$ cat src/rtl/gray_pkg.sv
// ============================================================================
// Module      : gray_pkg
// Description : Binary/Gray conversion helpers and terminal-value helpers
//               shared by the Gray counter family.
// Revision    : 1.0 - initial release
// ============================================================================
`default_nettype none

package gray_pkg;

  localparam int c_max_w = 64;

  typedef logic [c_max_w-1:0] gray_word_t;

  function automatic gray_word_t bin2gray(input gray_word_t b);
    return b ^ (b >> 1);
  endfunction

  // Prefix XOR from the MSB down recovers the binary value.
  function automatic gray_word_t gray2bin(input gray_word_t g);
    gray_word_t b;
    b[c_max_w-1] = g[c_max_w-1];
    for (int i = c_max_w - 2; i >= 0; i--) begin
      b[i] = b[i+1] ^ g[i];
    end
    return b;
  endfunction

  function automatic gray_word_t term_ones(input int w);
    return {c_max_w{1'b1}} >> (c_max_w - w);
  endfunction

  function automatic gray_word_t term_zero();
    return '0;
  endfunction

endpackage

`default_nettype wire

$ cat src/rtl/gray_encode.sv
// ============================================================================
// Module      : gray_encode
// Description : Combinational WIDTH-bit binary to Gray encoder.
// Revision    : 1.0 - initial release
// ============================================================================
`default_nettype none

module gray_encode
  import gray_pkg::*;
#(
  parameter int WIDTH = 4
) (
  input  logic [WIDTH-1:0] bin,
  output logic [WIDTH-1:0] gray
);

  assign gray = WIDTH'(bin2gray(gray_word_t'(bin)));

endmodule

`default_nettype wire

$ cat src/rtl/gray_counter.sv
// ============================================================================
// Module      : gray_counter
// Description : Registered up/down counter with paired binary and Gray
//               outputs, synchronous load and terminal-count wrap pulse.
//               Define GRAY_COUNTER_SATURATE_EN to saturate at the ends.
// Revision    : 1.0 - initial release
// ============================================================================
`default_nettype none

module gray_counter
  import gray_pkg::*;
#(
  parameter int          WIDTH     = 4,
  parameter int unsigned RESET_VAL = 0
) (
  input  logic             clk,
  input  logic             rst_n,
  input  logic             en,
  input  logic             up,
  input  logic             load,
  input  logic [WIDTH-1:0] load_val,
  output logic [WIDTH-1:0] bin_q,
  output logic [WIDTH-1:0] gray_q,
  output logic             wrap
);

  localparam logic [WIDTH-1:0] c_max        = WIDTH'(term_ones(WIDTH));
  localparam logic [WIDTH-1:0] c_zero       = WIDTH'(term_zero());
  localparam logic [WIDTH-1:0] c_reset_bin  = WIDTH'(RESET_VAL);
  localparam logic [WIDTH-1:0] c_reset_gray = WIDTH'(bin2gray(gray_word_t'(RESET_VAL)));

  generate
    if (WIDTH < 2 || WIDTH > c_max_w) begin : g_bad_width
      $error("gray_counter: WIDTH out of range");
    end
  endgenerate

  logic [WIDTH-1:0] r_bin;
  logic [WIDTH-1:0] r_gray;
  logic             r_wrap;
  logic [WIDTH-1:0] w_bin_next;
  logic [WIDTH-1:0] w_gray_next;
  logic             w_wrap_next;

  always_comb begin
    w_bin_next  = r_bin;
    w_wrap_next = 1'b0;
    if (load) begin
      w_bin_next = load_val;
    end else if (en) begin
      if (up) begin
        if (r_bin == c_max) begin
`ifdef GRAY_COUNTER_SATURATE_EN
          w_bin_next = r_bin;
`else
          w_bin_next  = c_zero;
          w_wrap_next = 1'b1;
`endif
        end else begin
          w_bin_next = r_bin + WIDTH'(1);
        end
      end else begin
        if (r_bin == c_zero) begin
`ifdef GRAY_COUNTER_SATURATE_EN
          w_bin_next = r_bin;
`else
          w_bin_next  = c_max;
          w_wrap_next = 1'b1;
`endif
        end else begin
          w_bin_next = r_bin - WIDTH'(1);
        end
      end
    end
  end

  // Gray is encoded from the next binary value so the output comes straight off a flop.
  gray_encode #(
    .WIDTH (WIDTH)
  ) u_gray_encode (
    .bin  (w_bin_next),
    .gray (w_gray_next)
  );

  always_ff @(posedge clk or negedge rst_n) begin
    if (!rst_n) begin
      r_bin  <= c_reset_bin;
      r_gray <= c_reset_gray;
      r_wrap <= 1'b0;
    end else begin
      r_bin  <= w_bin_next;
      r_gray <= w_gray_next;
      r_wrap <= w_wrap_next;
    end
  end

  assign bin_q  = r_bin;
  assign gray_q = r_gray;
  assign wrap   = r_wrap;

endmodule

`default_nettype wire
$ cat config.mk
export PLATFORM = sky130hd
export DESIGN_NAME = gray_counter
export DESIGN_NICKNAME = d
export VERILOG_FILES = /design/src/rtl/gray_pkg.sv /design/src/rtl/gray_encode.sv /design/src/rtl/gray_counter.sv
export SDC_FILE = /design/constraint.sdc
export NUM_CORES = 1
export LEC_CHECK = 0
export ABC_AREA = 1
export CORE_AREA = 2 2 43 45
export DETAILED_ROUTE_END_ITERATION = 16
export DIE_AREA = 0 0 45 47
export MAX_ROUTING_LAYER = met4
export PLACE_DENSITY = 0.68
export REMOVE_ABC_BUFFERS = 1
export SKIP_LAST_GASP = 1
export SLEW_MARGIN = 30
export SYNTH_ARGS = -nofsm -noshare
export SYNTH_HDL_FRONTEND = slang
export SYNTH_SLANG_ARGS = --single-unit
$ cat constraint.sdc
create_clock -name clk -period 1.5 [get_ports clk]
set_input_delay 0.15 -clock clk [delete_from_list [all_inputs] [get_ports clk]]
set_output_delay 0.15 -clock clk [all_outputs]
set_load 0.005 [all_outputs]
* Yosys cells after proc, flatten, opt, wreduce, memory -nomap -nowiden
Index checks and enable logic that the tools add are counted.
** Operators by class
- Multiplexer cells :: 10
- Equality and inequality tests :: 1
- Reductions and logical operators :: 1
- Bitwise operators :: 1
- Add/subtract/negate cells :: 2
** Operator list (count)
- 2-to-1 mux 4 bit :: 5
- 2-to-1 mux 1 bit :: 5
- adder 4 x 1 -> 4 bit, second input constant :: 1
- equality test 4 bit, second input constant :: 1
- logical NOT 4 bit :: 1
- subtractor 4 x 1 -> 4 bit, second input constant :: 1
- bitwise XOR 4 x 3 -> 4 bit :: 1
** Word-level totals
- Logic and storage cells :: 18
- Output and inout bits :: 9
- Input port bits :: 9
- Register bits :: 9

* Longest topological paths before layout
- Depth after elaboration :: 6
- Depth in mapped cells :: 11
- Mapped depth without buffers :: 11

* Cells and area by module
From an unflattened synthesis, not the netlist that was laid out.
** Second synthesis, totals
- Cell total of the unflattened synthesis :: 76
- Area total of the unflattened synthesis :: 535.5 um^2
** Modules (own cells, without submodules)
- gray_counter :: cells an instance 62, times used 1, seq. area each 225.2 um^2, area an instance 479.2 um^2
- gray_encode :: cells an instance 14, times used 1, seq. area each 0.0 um^2, area an instance 56.3 um^2

* Least setup slack after synthesis
No wires, ideal clock.
- Path kind :: flip-flop to flip-flop
- Start point :: register r_bin[0] (netlist: bin_q[0])
- End point :: register r_gray[1] (netlist: gray_q[1])
- Buffers on the path :: 0
- Arrival time :: 1281 ps
- Data required time :: 1370 ps
- Stages on the path, launching flop included :: 9
- Setup time :: 130 ps
- Period minus slack after synthesis :: 1412 ps
- Setup slack :: 88 ps
- Cells stage by stage :: dfrtp_1 inv_1 ha_1 xor2_1 nand2_1 nand2_1 nand2_2 inv_2 xor2_1
** On the way
- Word-level cells in the longest chain between the ends :: 6
- Elaborated cells on any way between the ends :: 10
- Those cells by class :: 2 x add/sub; 1 x eq/ne; 5 x mux; 1 x bitwise; 1 x reduce/logical
** RTL lines
- start: declaration :: line gray_counter.sv:38 : logic [WIDTH-1:0] r_bin;
- start signal: assignment :: line gray_counter.sv:87 : r_bin <= c_reset_bin;
- start signal: assignment :: line gray_counter.sv:91 : r_bin <= w_bin_next;
- subtractor 4 x 1 -> 4 bit (tied with other cells) :: line gray_counter.sv:71 : w_bin_next = r_bin - WIDTH'(1);
- 2-to-1 mux 4 bit, on equally long branches :: line gray_counter.sv:63, gray_counter.sv:52
- 2-to-1 mux 4 bit * :: line gray_counter.sv:51 : if (up) begin
- 2-to-1 mux 4 bit * :: line gray_counter.sv:50 : end else if (en) begin
- 2-to-1 mux 4 bit * :: line gray_counter.sv:48 : if (load) begin
- via u_gray_encode.bin[1] :: line gray_encode.sv:13 : input logic [WIDTH-1:0] bin,
- bitwise XOR 4 x 3 -> 4 bit * :: line gray_pkg.sv:16 : return b ^ (b >> 1);
- via u_gray_encode.gray[1] :: line gray_encode.sv:14 : output logic [WIDTH-1:0] gray
- end signal: assignment :: line gray_counter.sv:88 : r_gray <= c_reset_gray;
- end signal: assignment :: line gray_counter.sv:92 : r_gray <= w_gray_next;
- end: declaration :: line gray_counter.sv:39 : logic [WIDTH-1:0] r_gray;
Mark *: on every way through the listed nets, which the timed path passes. The rest lies on a longest branch.

* Worst setup path after layout
- Start point :: register r_bin[0] (netlist: bin_q[0])
- End point :: output bin_q[0]
** RTL lines
- end: declaration :: line gray_counter.sv:22 : output logic [WIDTH-1:0] bin_q,
No word-level cell between the ends.

==> impl_metrics.ini <==
[status]
status = complete, no violations

[sta]
report.final.slew_viol_count = 0
slew_headroom_pct = 73.1
worst_slew_pin_slew_ns = 0.402
finalHoldViolations = 0
min_period_ns = 1.44
setup_viol = 0
rsz0062_at_grt = yes
finalSetupTns_ns = 0
clock.fmax_ghz = 0.693
timing.final.crit_share_pct = 96.2
fin_skew_ns = 0.00363
hold_slack_ns = 0.181

[synthesis]
yosysMostFrequentCell = nand2_1
synth_area_sq_um = 510
yosys_warnings = 0
yosys-top-cells-count = nand2_1, inv_1, nand3_1
ys_async_sr_fraction_pct = 100
avgSynthCellArea_sq_um = 7.29
ys_top_cells_by_area = dfrtp_1, nand2_1, nand3_1, inv_1, xor2_1
synth_top_area_cell = dfrtp_1
ys_seq_area_share_pct = 39.2
ys_ff_latch = 8
synthFlopType = dfrtp_1
yosysUniqueCellTypes = 15
synth_top_area_share_pct = 39.2
synth_edf_count = 0
synth_cells = 70

[power]
power.leakage_nw = 0.371
p_per_area_nw_per_um2 = 902
finalPower_uw = 691
ir_drop_uv = 530

[clock_tree]
clk_path_buf_depth = 2
cts_buffers = 3
clock_latency_ns = 0.26
cts.repair.resized = 0
cts_tree = yes
cts-root-buf = clkbuf_4
cts.reportedPaths.clkPinSlew_ns = 0.05
h-tree-depth = 1
cts_setup_buffers = 0
clock-sinks = 8
hold_buffers = 0

[place]
dp_hpwl_um = 983
port_buffers = 17
dp.cells = 107
gp_congestion = 0.911

[die]
die_h_um = 47
coreArea_sq_um = 1650
initial_core_util_pct = 30.9
die_w_um = 45
ios = 18
design.die.area_sq_um = 2120
rows = 15

[setup_path]
cp_slowest_cell = clkdlybuf4s50_1
required_ns = 1.35
endpoint_kind = primary output
critical_path.max_stage_delay_ns = 0.50
crit_path_start_kind = flip-flop
worstSetupPathType = reg -> out
crit_path_cell_trace = buf_4 > clkdlybuf4s50_1
cp_max_fo = 5
cp_data_arrival_time_ns = 1.29

[run]
cap_violations = 0

[route]
drt-wirelength-per-cell_um = 11.9
routed_wl_um = 1300
drtIter0Drc = 14
vias = 521
drc = 0
dr.pass1.iters = 4
via_per_inst = 4.74
ant_nets = 0

[grt]
antenna_found_initial = 0
grt_pass1_wl_um = 1950
grtUsageTotal_pct = 14.0
grt_max_degree = 9
grt_pass1_vias = 469
grt-ovfl-total = 0

[final_layout]
final_nets = 106
area_growth_pct = 50.0
drive_gt1_share_pct = 23.7
fin_cells = 110
fin_util_pct = 46.4
diodes = 0

[worst_hold_path]
hold_class = in -> async
[critical path, delay by kind of cell (launching register included)]
family | cells | cell delay [ns]
buf+inv | 2 | 0.63
flops | 1 | 0.40
[worst paths after layout]
path                              from        end  slack (ns)  cells past startpoint
max reg2reg                   bin_q[0]  gray_q[1]        0.11                      8
min in group clk           load_val[1]   bin_q[1]        0.47                      3
min reg2reg                   bin_q[0]   bin_q[0]        0.69                      4
min                              rst_n       wrap        0.18                      1
max in group asynchronous        rst_n   bin_q[3]        1.01                      1
max                           bin_q[0]   bin_q[0]        0.06                      2
[final cells by class]
cell class	count	area [sq um]
clock buffers	3	22.5
fillers	168	886
inverters	14	52.6
multi-input cells	47	265
flip-flops and latches	8	204
well taps	17	21.3
repair buffers	21	200
[layout by cell type (no fill, tap or decap)]
master / synthesis / layout
or2_2: 2 / 2
dfrtp_2: 0 / 3
clkdlybuf4s50_1: 0 / 17
nor2_1: 4 / 4
nand3_1: 10 / 10
xor2_1: 3 / 3
dfrtp_1: 8 / 5
ha_4: 0 / 1
inv_2: 3 / 5
nand2_2: 2 / 2
inv_1: 11 / 9
clkbuf_4: 0 / 3
buf_4: 1 / 4
nand4_1: 2 / 2
a21oi_1: 4 / 4
o21ai_2: 1 / 1
nand2_1: 16 / 16
a211oi_1: 1 / 1
ha_2: 0 / 1
[metal layers]
metal	vias to the layer above	share of wire, %	track usage [%]
li1	265	-	-
met1	228	43	16.6
met2	21	47	18.9
met3	7	5.3	5.00
met4	0	4.4	11.2
met5	-	0	-
[kinds of logic (layout without fill, tap and decap cells)]
family / count (synthesis) / count (layout) / synth area share, %
compound gates: 6 / 6 / 7.11
buf+inv: 15 / 38 / 11.8
xor+xnor: 3 / 3 / 5.15
simple gates: 36 / 36 / 31.9
flops: 8 / 8 / 39.2
fa+ha+maj: 2 / 2 / 4.90
[per-stage QoR]
step	cell area, sq um	setup WS, ns
after global placement	724	0.0136
after detailed placement	724	0.0190
after global routing	766	-0.00497
final	766	0.0569
after CTS	747	0.0324
after floorplan	503	0.0883
[where the power goes]
part | internal, mW | leakage [nW] | switching (mW)
sequential | 0.248 | 0.0924 | 0.0298
clock | 0.0918 | 0.0138 | 0.0779
combinational | 0.136 | 0.265 | 0.107
total | 0.476 | 0.371 | 0.215
[registers in the layout, indices dropped and copies added (netlist names)]
register and cells:
wrap 1, gray_q 3, bin_q 4
Note: power is estimated with default switching activity, not from simulation.
